--- config.mk ---
export PLATFORM = sky130hd
export DESIGN_NAME = mul_div_unit
export DESIGN_NICKNAME = d
export VERILOG_FILES = /design/src/rtl/md_pkg.sv /design/src/rtl/div_iter.sv /design/src/rtl/mul_div_unit.sv
export SDC_FILE = /design/constraint.sdc
export NUM_CORES = 2
export LEC_CHECK = 0
export CAP_MARGIN = 15
export CORE_MARGIN = 1.5
export CORE_UTILIZATION = 50
export CTS_CLUSTER_SIZE = 40
export DETAILED_ROUTE_END_ITERATION = 16
export PLACE_DENSITY = 0.67
export SLEW_MARGIN = 20
export SYNTH_ARGS = -nofsm -noshare
export SYNTH_HDL_FRONTEND = slang
export SYNTH_SLANG_ARGS = --single-unit
--- constraint.sdc ---
create_clock -name clk -period 10.2 [get_ports clk]
set_clock_uncertainty 0.15 [all_clocks]
set_input_delay 1.53 -clock clk [delete_from_list [all_inputs] [get_ports clk]]
set_output_delay 1.53 -clock clk [all_outputs]
set_load 0.02 [all_outputs]
--- src/rtl/md_pkg.sv ---
// Shared definitions for the multiply/divide unit: opcode bit positions,
// FSM state encoding, datapath widths and small arithmetic helpers.
package md_pkg;

    localparam int unsigned MD_W     = 32;
    localparam int unsigned MD_OP_W  = 6;
    localparam int unsigned DIV_ITER = 32;

    localparam int unsigned MD_MTHI  = 5;
    localparam int unsigned MD_MTLO  = 4;
    localparam int unsigned MD_MULT  = 3;
    localparam int unsigned MD_MULTU = 2;
    localparam int unsigned MD_DIV   = 1;
    localparam int unsigned MD_DIVU  = 0;

    typedef enum logic [1:0] {
        ST_IDLE = 2'd0,
        ST_MUL  = 2'd1,
        ST_DIV  = 2'd2,
        ST_DONE = 2'd3
    } md_state_t;

    function automatic logic [MD_W-1:0] neg32(input logic [MD_W-1:0] v);
        return MD_W'(~v + MD_W'(1));
    endfunction

    function automatic logic [MD_W-1:0] abs32(input logic [MD_W-1:0] v);
        return v[MD_W-1] ? neg32(v) : v;
    endfunction

endpackage

--- src/rtl/div_iter.sv ---
// Radix-2 restoring divider step register: one quotient bit per step on
// unsigned magnitudes. Exposes next-step results so the caller can capture
// the final quotient/remainder on the same edge as the last step.
module div_iter
    import md_pkg::*;
(
    input  logic            clk,
    input  logic            rst,
    input  logic            i_load,
    input  logic            i_step,
    input  logic [MD_W-1:0] i_dividend,
    input  logic [MD_W-1:0] i_divisor,
    output logic [MD_W-1:0] o_quo_nxt,
    output logic [MD_W-1:0] o_rem_nxt
);

    logic [MD_W:0]   r_rem;
    logic [MD_W-1:0] r_quo;
    logic [MD_W-1:0] r_dvs;

    logic [MD_W:0]   w_shift;
    logic [MD_W:0]   w_trial;
    logic            w_ge;
    logic [MD_W:0]   w_rem_nxt;
    logic [MD_W-1:0] w_quo_nxt;

    // Shift in the next dividend bit and try subtracting the divisor.
    always_comb begin
        w_shift   = {r_rem[MD_W-1:0], r_quo[MD_W-1]};
        w_trial   = w_shift - {1'b0, r_dvs};
        w_ge      = r_rem[MD_W] | ~w_trial[MD_W];
        w_rem_nxt = w_ge ? w_trial : w_shift;
        w_quo_nxt = {r_quo[MD_W-2:0], w_ge};
    end

    assign o_quo_nxt = w_quo_nxt;
    assign o_rem_nxt = w_rem_nxt[MD_W-1:0];

    always_ff @(posedge clk) begin
        if (rst) begin
            r_rem <= '0;
            r_quo <= '0;
            r_dvs <= '0;
        end else if (i_load) begin
            r_rem <= '0;
            r_quo <= i_dividend;
            r_dvs <= i_divisor;
        end else if (i_step) begin
            r_rem <= w_rem_nxt;
            r_quo <= w_quo_nxt;
        end
    end

endmodule

--- src/rtl/mul_div_unit.sv ---
// Multiply/divide responder beside EXE: owns HI/LO, runs a two-cycle multiply
// or an iterative restoring divide, and stalls EXE through md_ready_out.
module mul_div_unit #(
    parameter int unsigned DIV_ITER = md_pkg::DIV_ITER
) (
    input  logic                       clk,
    input  logic                       rst,
    input  logic                       exe_valid_in,
    input  logic                       exe_exception_in,
    input  logic [md_pkg::MD_OP_W-1:0] exe_md_op_in,
    input  logic                       exe_md_read_in,
    input  logic [md_pkg::MD_W-1:0]    exe_in0_in,
    input  logic [md_pkg::MD_W-1:0]    exe_in1_in,
    input  logic                       mem_allowin_in,
    input  logic                       wb_ClrStpJmp_in,
    output logic                       md_ready_out,
    output logic [md_pkg::MD_W-1:0]    md_hi_out,
    output logic [md_pkg::MD_W-1:0]    md_lo_out
);

    import md_pkg::*;

    localparam int unsigned CNT_W = $clog2(DIV_ITER);
    localparam int unsigned PROD_W = 2 * MD_W;

    md_state_t r_state;
    md_state_t w_state_nxt;

    logic [MD_W-1:0]  r_hi;
    logic [MD_W-1:0]  r_lo;
    logic [MD_W-1:0]  r_res_hi;
    logic [MD_W-1:0]  r_res_lo;
    logic [MD_W-1:0]  r_mul_a;
    logic [MD_W-1:0]  r_mul_b;
    logic             r_mul_signed;
    logic             r_dz;
    logic             r_q_neg;
    logic             r_r_neg;
    logic [CNT_W-1:0] r_cnt;

    logic              w_flush;
    logic              w_go;
    logic              w_go_commit;
    logic              w_is_mul;
    logic              w_is_div;
    logic              w_issue;
    logic              w_div_load;
    logic              w_div_step;
    logic              w_div_last;
    logic              w_done_wr;
    logic              w_mthi_wr;
    logic              w_mtlo_wr;
    logic              w_div_signed;
    logic [MD_W-1:0]   w_dvd_mag;
    logic [MD_W-1:0]   w_dvs_mag;
    logic [MD_W-1:0]   w_quo_nxt;
    logic [MD_W-1:0]   w_rem_nxt;
    logic [PROD_W-1:0] w_a_ext;
    logic [PROD_W-1:0] w_b_ext;
    logic [PROD_W-1:0] w_prod;

    assign w_flush      = wb_ClrStpJmp_in;
    assign w_go         = exe_valid_in & ~exe_exception_in & ~w_flush;
    assign w_go_commit  = w_go & mem_allowin_in;
    assign w_is_mul     = exe_md_op_in[MD_MULT] | exe_md_op_in[MD_MULTU];
    assign w_is_div     = exe_md_op_in[MD_DIV]  | exe_md_op_in[MD_DIVU];
    assign w_issue      = (r_state == ST_IDLE) & w_go & (w_is_mul | w_is_div);
    assign w_div_load   = w_issue & ~w_is_mul;
    assign w_div_last   = (r_state == ST_DIV) & (r_cnt == CNT_W'(DIV_ITER - 1));
    assign w_div_signed = exe_md_op_in[MD_DIV];

    assign w_dvd_mag = w_div_signed ? abs32(exe_in0_in) : exe_in0_in;
    assign w_dvs_mag = w_div_signed ? abs32(exe_in1_in) : exe_in1_in;

    // Sign- or zero-extend the latched operands; the low 64 bits of the
    // extended product are the correct signed or unsigned result.
    assign w_a_ext = {{MD_W{r_mul_signed & r_mul_a[MD_W-1]}}, r_mul_a};
    assign w_b_ext = {{MD_W{r_mul_signed & r_mul_b[MD_W-1]}}, r_mul_b};
    assign w_prod  = w_a_ext * w_b_ext;

    div_iter u_div_iter (
        .clk        (clk),
        .rst        (rst),
        .i_load     (w_div_load),
        .i_step     (w_div_step),
        .i_dividend (w_dvd_mag),
        .i_divisor  (w_dvs_mag),
        .o_quo_nxt  (w_quo_nxt),
        .o_rem_nxt  (w_rem_nxt)
    );

    always_ff @(posedge clk) begin
        if (rst) begin
            r_state <= ST_IDLE;
        end else begin
            r_state <= w_state_nxt;
        end
    end

    // Next state, stall and write strobes; flush overrides every transition.
    always_comb begin
        w_state_nxt  = r_state;
        md_ready_out = 1'b1;
        w_div_step   = 1'b0;
        w_done_wr    = 1'b0;
        w_mthi_wr    = 1'b0;
        w_mtlo_wr    = 1'b0;
        case (r_state)
            ST_IDLE: begin
                md_ready_out = ~w_issue;
                if (w_issue) begin
                    w_state_nxt = w_is_mul ? ST_MUL : ST_DIV;
                end else begin
                    w_mthi_wr = w_go_commit & exe_md_op_in[MD_MTHI];
                    w_mtlo_wr = w_go_commit & exe_md_op_in[MD_MTLO];
                end
            end
            ST_MUL: begin
                md_ready_out = 1'b0;
                w_state_nxt  = ST_DONE;
            end
            ST_DIV: begin
                md_ready_out = 1'b0;
                w_div_step   = 1'b1;
                if (w_div_last) begin
                    w_state_nxt = ST_DONE;
                end
            end
            ST_DONE: begin
                md_ready_out = 1'b1;
                if (w_go_commit) begin
                    w_state_nxt = ST_IDLE;
                    w_done_wr   = ~r_dz;
                end
            end
            default: begin
                w_state_nxt = ST_IDLE;
            end
        endcase
        if (w_flush) begin
            w_state_nxt = ST_IDLE;
        end
    end

    // Operand latch at issue, result capture, and architectural HI/LO.
    always_ff @(posedge clk) begin
        if (rst) begin
            r_hi         <= '0;
            r_lo         <= '0;
            r_res_hi     <= '0;
            r_res_lo     <= '0;
            r_mul_a      <= '0;
            r_mul_b      <= '0;
            r_mul_signed <= 1'b0;
            r_dz         <= 1'b0;
            r_q_neg      <= 1'b0;
            r_r_neg      <= 1'b0;
            r_cnt        <= '0;
        end else begin
            if (w_issue) begin
                r_mul_a      <= exe_in0_in;
                r_mul_b      <= exe_in1_in;
                r_mul_signed <= exe_md_op_in[MD_MULT];
                r_dz         <= w_div_load & (exe_in1_in == '0);
                r_q_neg      <= w_div_signed & (exe_in0_in[MD_W-1] ^ exe_in1_in[MD_W-1]);
                r_r_neg      <= w_div_signed & exe_in0_in[MD_W-1];
                r_cnt        <= '0;
            end
            if (r_state == ST_MUL) begin
                r_res_hi <= w_prod[PROD_W-1:MD_W];
                r_res_lo <= w_prod[MD_W-1:0];
            end
            if (r_state == ST_DIV) begin
                r_cnt <= r_cnt + CNT_W'(1);
            end
            if (w_div_last) begin
                r_res_lo <= r_q_neg ? neg32(w_quo_nxt) : w_quo_nxt;
                r_res_hi <= r_r_neg ? neg32(w_rem_nxt) : w_rem_nxt;
            end
            if (w_done_wr) begin
                r_hi <= r_res_hi;
                r_lo <= r_res_lo;
            end
            if (w_mthi_wr) begin
                r_hi <= exe_in1_in;
            end
            if (w_mtlo_wr) begin
                r_lo <= exe_in1_in;
            end
        end
    end

    assign md_hi_out = r_hi;
    assign md_lo_out = r_lo;

    // HI/LO reads never stall, so the read request only matters to EXE.
    logic w_unused;
    assign w_unused = exe_md_read_in;

endmodule

==> metrics.log <==
[metrics] run status: finished, final reports clean
[metrics] Die Y-Extent: 334 um
[metrics] Iter 0 DRT Violations: 2891
[metrics] number of warning messages in the yosys log: 0
[metrics] CTS H-Tree Depth: 1
[metrics] worst supply voltage drop on vdd: ~130 uV
[metrics] Num Clock Sinks: 300
[metrics] most common cell after layout, fill and taps aside: sky130_fd_sc_hd__inv_1
[metrics] number of port buffers: 140
[metrics] share of cells above drive strength 1: 0.0355
[metrics] number of buffers added to fix hold violations after cts: 0
[metrics] area of the placeable core: ~110000 sq um
[metrics] endpoint required time on the critical path: 10540 ps
[metrics] maximum clock insertion buffer count: 3
[metrics] drt wl/cell: 20.4 um
[metrics] CTS resizes: 0
[metrics] count of TritonRoute iterations in the first routing pass: 6
[metrics] initial antenna violation count: 9
[metrics] final critical-path required period: 9350 ps
[metrics] most common flop cell mapped by yosys: sky130_fd_sc_hd__dfxtp_1
[metrics] critical register-to-register path endpoint: r_res_hi[29]
[metrics] DRC violations left: 0
[metrics] most prevalent standard cell on the critical path: sky130_fd_sc_hd__fa_1
[metrics] later-pin clock latency in the skew report: 630 ps
[metrics] net total in the final layout: 7631
[metrics] longest individual stage delay on the worst path: 1110 ps
[metrics] number of instances in the synthesized netlist: around 6300
[metrics] end of the critical path: r_res_hi[29]
[metrics] Routed Wire Length: 155 mm
[metrics] Vias: between 40000 and 50000
[metrics] die width: 334 um
[metrics] global router's overall resource usage: 0.286
[metrics] commonest cells after routing, fill and taps aside: sky130_fd_sc_hd__inv_1, sky130_fd_sc_hd__fa_1, sky130_fd_sc_hd__nand2_1, sky130_fd_sc_hd__and2_1, sky130_fd_sc_hd__nor2_1
[metrics] share of the cycle needed by the critical path after routing: 0.916
[metrics] CTS tree: built
[metrics] buffer cell driving the clock tree root: sky130_fd_sc_hd__clkbuf_16
[metrics] global placement routability congestion: roughly 0.93
[metrics] cell row count: 121
[metrics] clock input transition at the sequential cells of the worst setup and hold paths: 70 ps
[metrics] setup slack of the most critical reg-to-reg path: 850 ps
[metrics] first-pass GRT wire length: 250 mm
[metrics] Critical Path Start Type: flip-flop
[metrics] Async S/R FF share, synth: 0
[metrics] post-route ant nets: 0
[metrics] slowest cell on the critical path: sky130_fd_sc_hd__dfxtp_1
[metrics] final setup violating endpoints: 0
[metrics] pin count of the biggest net entering global routing: 107
[metrics] number of max-cap violations: 0
[metrics] Post-CTS Setup Bufs: 0
[metrics] maximum net fanout on the critical path: 18
[metrics] Final Hold Fails: 0
[metrics] initial core utilization: 0.504
[metrics] Syn-to-layout area delta: 6.59%
[metrics] transition time at the pin with the least slew margin: 1200 ps
[metrics] syn_area_per_cell: around 8.7 sq um
[metrics] count of flip-flops with a built-in enable after synthesis: 0
[metrics] detail-routed via count per cell: 5.61
[metrics] type of the setup path with the least slack: flip-flop to flip-flop
[metrics] number of global-route vias before repair: roughly 45000
[metrics] RR Startpoint: r_mul_b[15]
[metrics] final-layout setup total negative slack: 0 ps
[metrics] sequential element share of the synthesized area: 0.110
[metrics] number of buffers created by CTS: 31
[metrics] Total Die Area: 112000 sq um
[metrics] unrepaired setup endpoints after global routing: false
[metrics] power density relative to cell area: 69.1 nW/um^2
[metrics] Final HPWL DP: 124 mm
[metrics] Cell variety after synth: 85
[metrics] number of filler instances in the final layout: between 10000 and 15000
[metrics] r2r worst-path depth: 29
[metrics] Ports: 142
[metrics] count of state elements after synthesis: 300
[metrics] Max Slew Vio Count: 0
[metrics] Critical Path End Type: flip-flop
[metrics] total placed instance area: 57200 sq um
[metrics] origin of the worst setup path: r_mul_b[15]
[metrics] CP Data Arrival Time: between 9000 and 10000 ps
[metrics] worst slew slack as a fraction of its limit: 0.198
[metrics] Netlist Area Pre-Place: approximately 55000 sq um
[metrics] Min-Delay Path Class: flip-flop to flip-flop
[metrics] cell area after layout: 58400 sq um
[metrics] highest clock rate: 107 MHz
[metrics] aggregate global routing overflow: 0
[metrics] number of nets produced by synthesis: 7750
[metrics] Lkg Pwr: 27.3 nW
[worst min path at each step]
stage | start | end | slack, ps | cells past startpoint
after CTS | r_mul_b[20] | r_mul_b[20] | 310 | 2
after global routing | u_div_iter.r_dvs[21] | u_div_iter.r_dvs[21] | 330 | 2
after floorplan | u_div_iter.r_dvs[21] | u_div_iter.r_dvs[21] | 280 | 2
after detailed placement | r_mul_b[20] | r_mul_b[20] | 300 | 2
final | u_div_iter.r_dvs[21] | u_div_iter.r_dvs[21] | 310 | 2
after global placement | r_mul_a[19] | r_mul_a[19] | 290 | 2
[logic make-up after synthesis]
kind of cell	share of synthesized area
AO/OA/AOI/OAI	0.0926
XOR/XNOR	0.0339
adder cells (fa/ha/maj)	0.469
buffers and inverters	0.108
flip-flops	0.110
multiplexers	0.0273
AND/OR/NAND/NOR	0.159
[state kept, by name (all words and copies together) (netlist names)]
name	cells
r_mul_b	32
r_res_lo	32
r_cnt	5
r_mul_a	32
md_hi_out	32
r_r_neg	1
md_lo_out	32
u_div_iter.r_rem	33
r_q_neg	1
r_dz	1
u_div_iter.r_dvs	32
r_state	2
r_res_hi	32
u_div_iter.r_quo	32
r_mul_signed	1
[power by group]
group	leakage (nW)	internal, mW	switching (mW)	total [mW]
logic	24.3	0.519	0.915	1.43
clock network	0.551	0.741	0.581	1.32
registers	2.43	1.20	0.0806	1.28
[synth_stat cells (8+ instances only)]
cell	instances	area share
sky130_fd_sc_hd__and3_1	37	0.0042
sky130_fd_sc_hd__or2_2	21	0.0024
sky130_fd_sc_hd__clkbuf_1	361	0.025
sky130_fd_sc_hd__fa_1	1126	0.41
sky130_fd_sc_hd__ha_1	254	0.058
sky130_fd_sc_hd__o31ai_1	28	0.0038
sky130_fd_sc_hd__inv_1	1178	0.081
sky130_fd_sc_hd__o41ai_1	10	0.0016
sky130_fd_sc_hd__and2_1	356	0.041
sky130_fd_sc_hd__or4_1	12	0.0016
sky130_fd_sc_hd__or3_1	21	0.0024
sky130_fd_sc_hd__nor3_1	39	0.0036
sky130_fd_sc_hd__buf_1	8	0.00055
sky130_fd_sc_hd__a211oi_1	204	0.028
sky130_fd_sc_hd__o21ai_0	104	0.0095
sky130_fd_sc_hd__nor2b_1	15	0.0017
sky130_fd_sc_hd__nand3_1	32	0.0029
sky130_fd_sc_hd__xnor2_1	146	0.023
sky130_fd_sc_hd__nor2_1	338	0.023
sky130_fd_sc_hd__mux2i_1	147	0.027
sky130_fd_sc_hd__nor4_1	14	0.0016
sky130_fd_sc_hd__nand2_1	961	0.066
sky130_fd_sc_hd__a21oi_1	232	0.021
sky130_fd_sc_hd__a31oi_1	24	0.0027
sky130_fd_sc_hd__xor2_1	66	0.011
sky130_fd_sc_hd__dfxtp_1	300	0.11
sky130_fd_sc_hd__o22ai_1	10	0.0011
sky130_fd_sc_hd__nand2b_1	23	0.0026
sky130_fd_sc_hd__o21a_1	16	0.0022
sky130_fd_sc_hd__buf_2	12	0.0011
sky130_fd_sc_hd__nand4_1	23	0.0026
sky130_fd_sc_hd__a21o_1	53	0.0073
[routing by layer]
layer / vias to the layer above / global-route usage / routed length (um)
li1: 19100 / - / -
met1: 21900 / 0.375 / 62200
met2: 1444 / 0.485 / 76300
met3: 263 / 0.0455 / 11100
met4: 4 / 0.0911 / 5560
met5: - / 0 / 24
[through the flow]
stage               utilization  instances  setup WS (ps)  hold slack, ps  total power, mW
global route              0.537       7615            414             332             4.23
detailed placement        0.527       7555            963             299             2.71
floorplan                     -       6293           1810             282             2.30
CTS                       0.537       7613            911             308             4.03
finish                    0.537       7616            852             309             4.04
global placement          0.527       7555           1050             292             2.70
[worst max-delay path: cells and delay by family, from the launching register on]
family | cells | cell delay [ps]
AO/OA/AOI/OAI | 9 | 2320
XOR/XNOR | 1 | 230
adder cells (fa/ha/maj) | 9 | 4050
buffers and inverters | 6 | 820
flip-flops | 1 | 1110
AND/OR/NAND/NOR | 4 | 490
[area by class of cell]
class	instances	area (sq um)	area share
Tap cell	1414	1770	0.0303
Sequential cell	300	6030	0.103
Antenna cell	3	7.51	0.000129
Inverter	1179	4430	0.0758
Timing Repair Buffer	234	2120	0.0364
Clock inverter	19	280	0.00480
Multi-Input combinational cell	4428	42900	0.735
Clock buffer	39	866	0.0148
No activity file was read; power rests on OpenSTA's default activity.
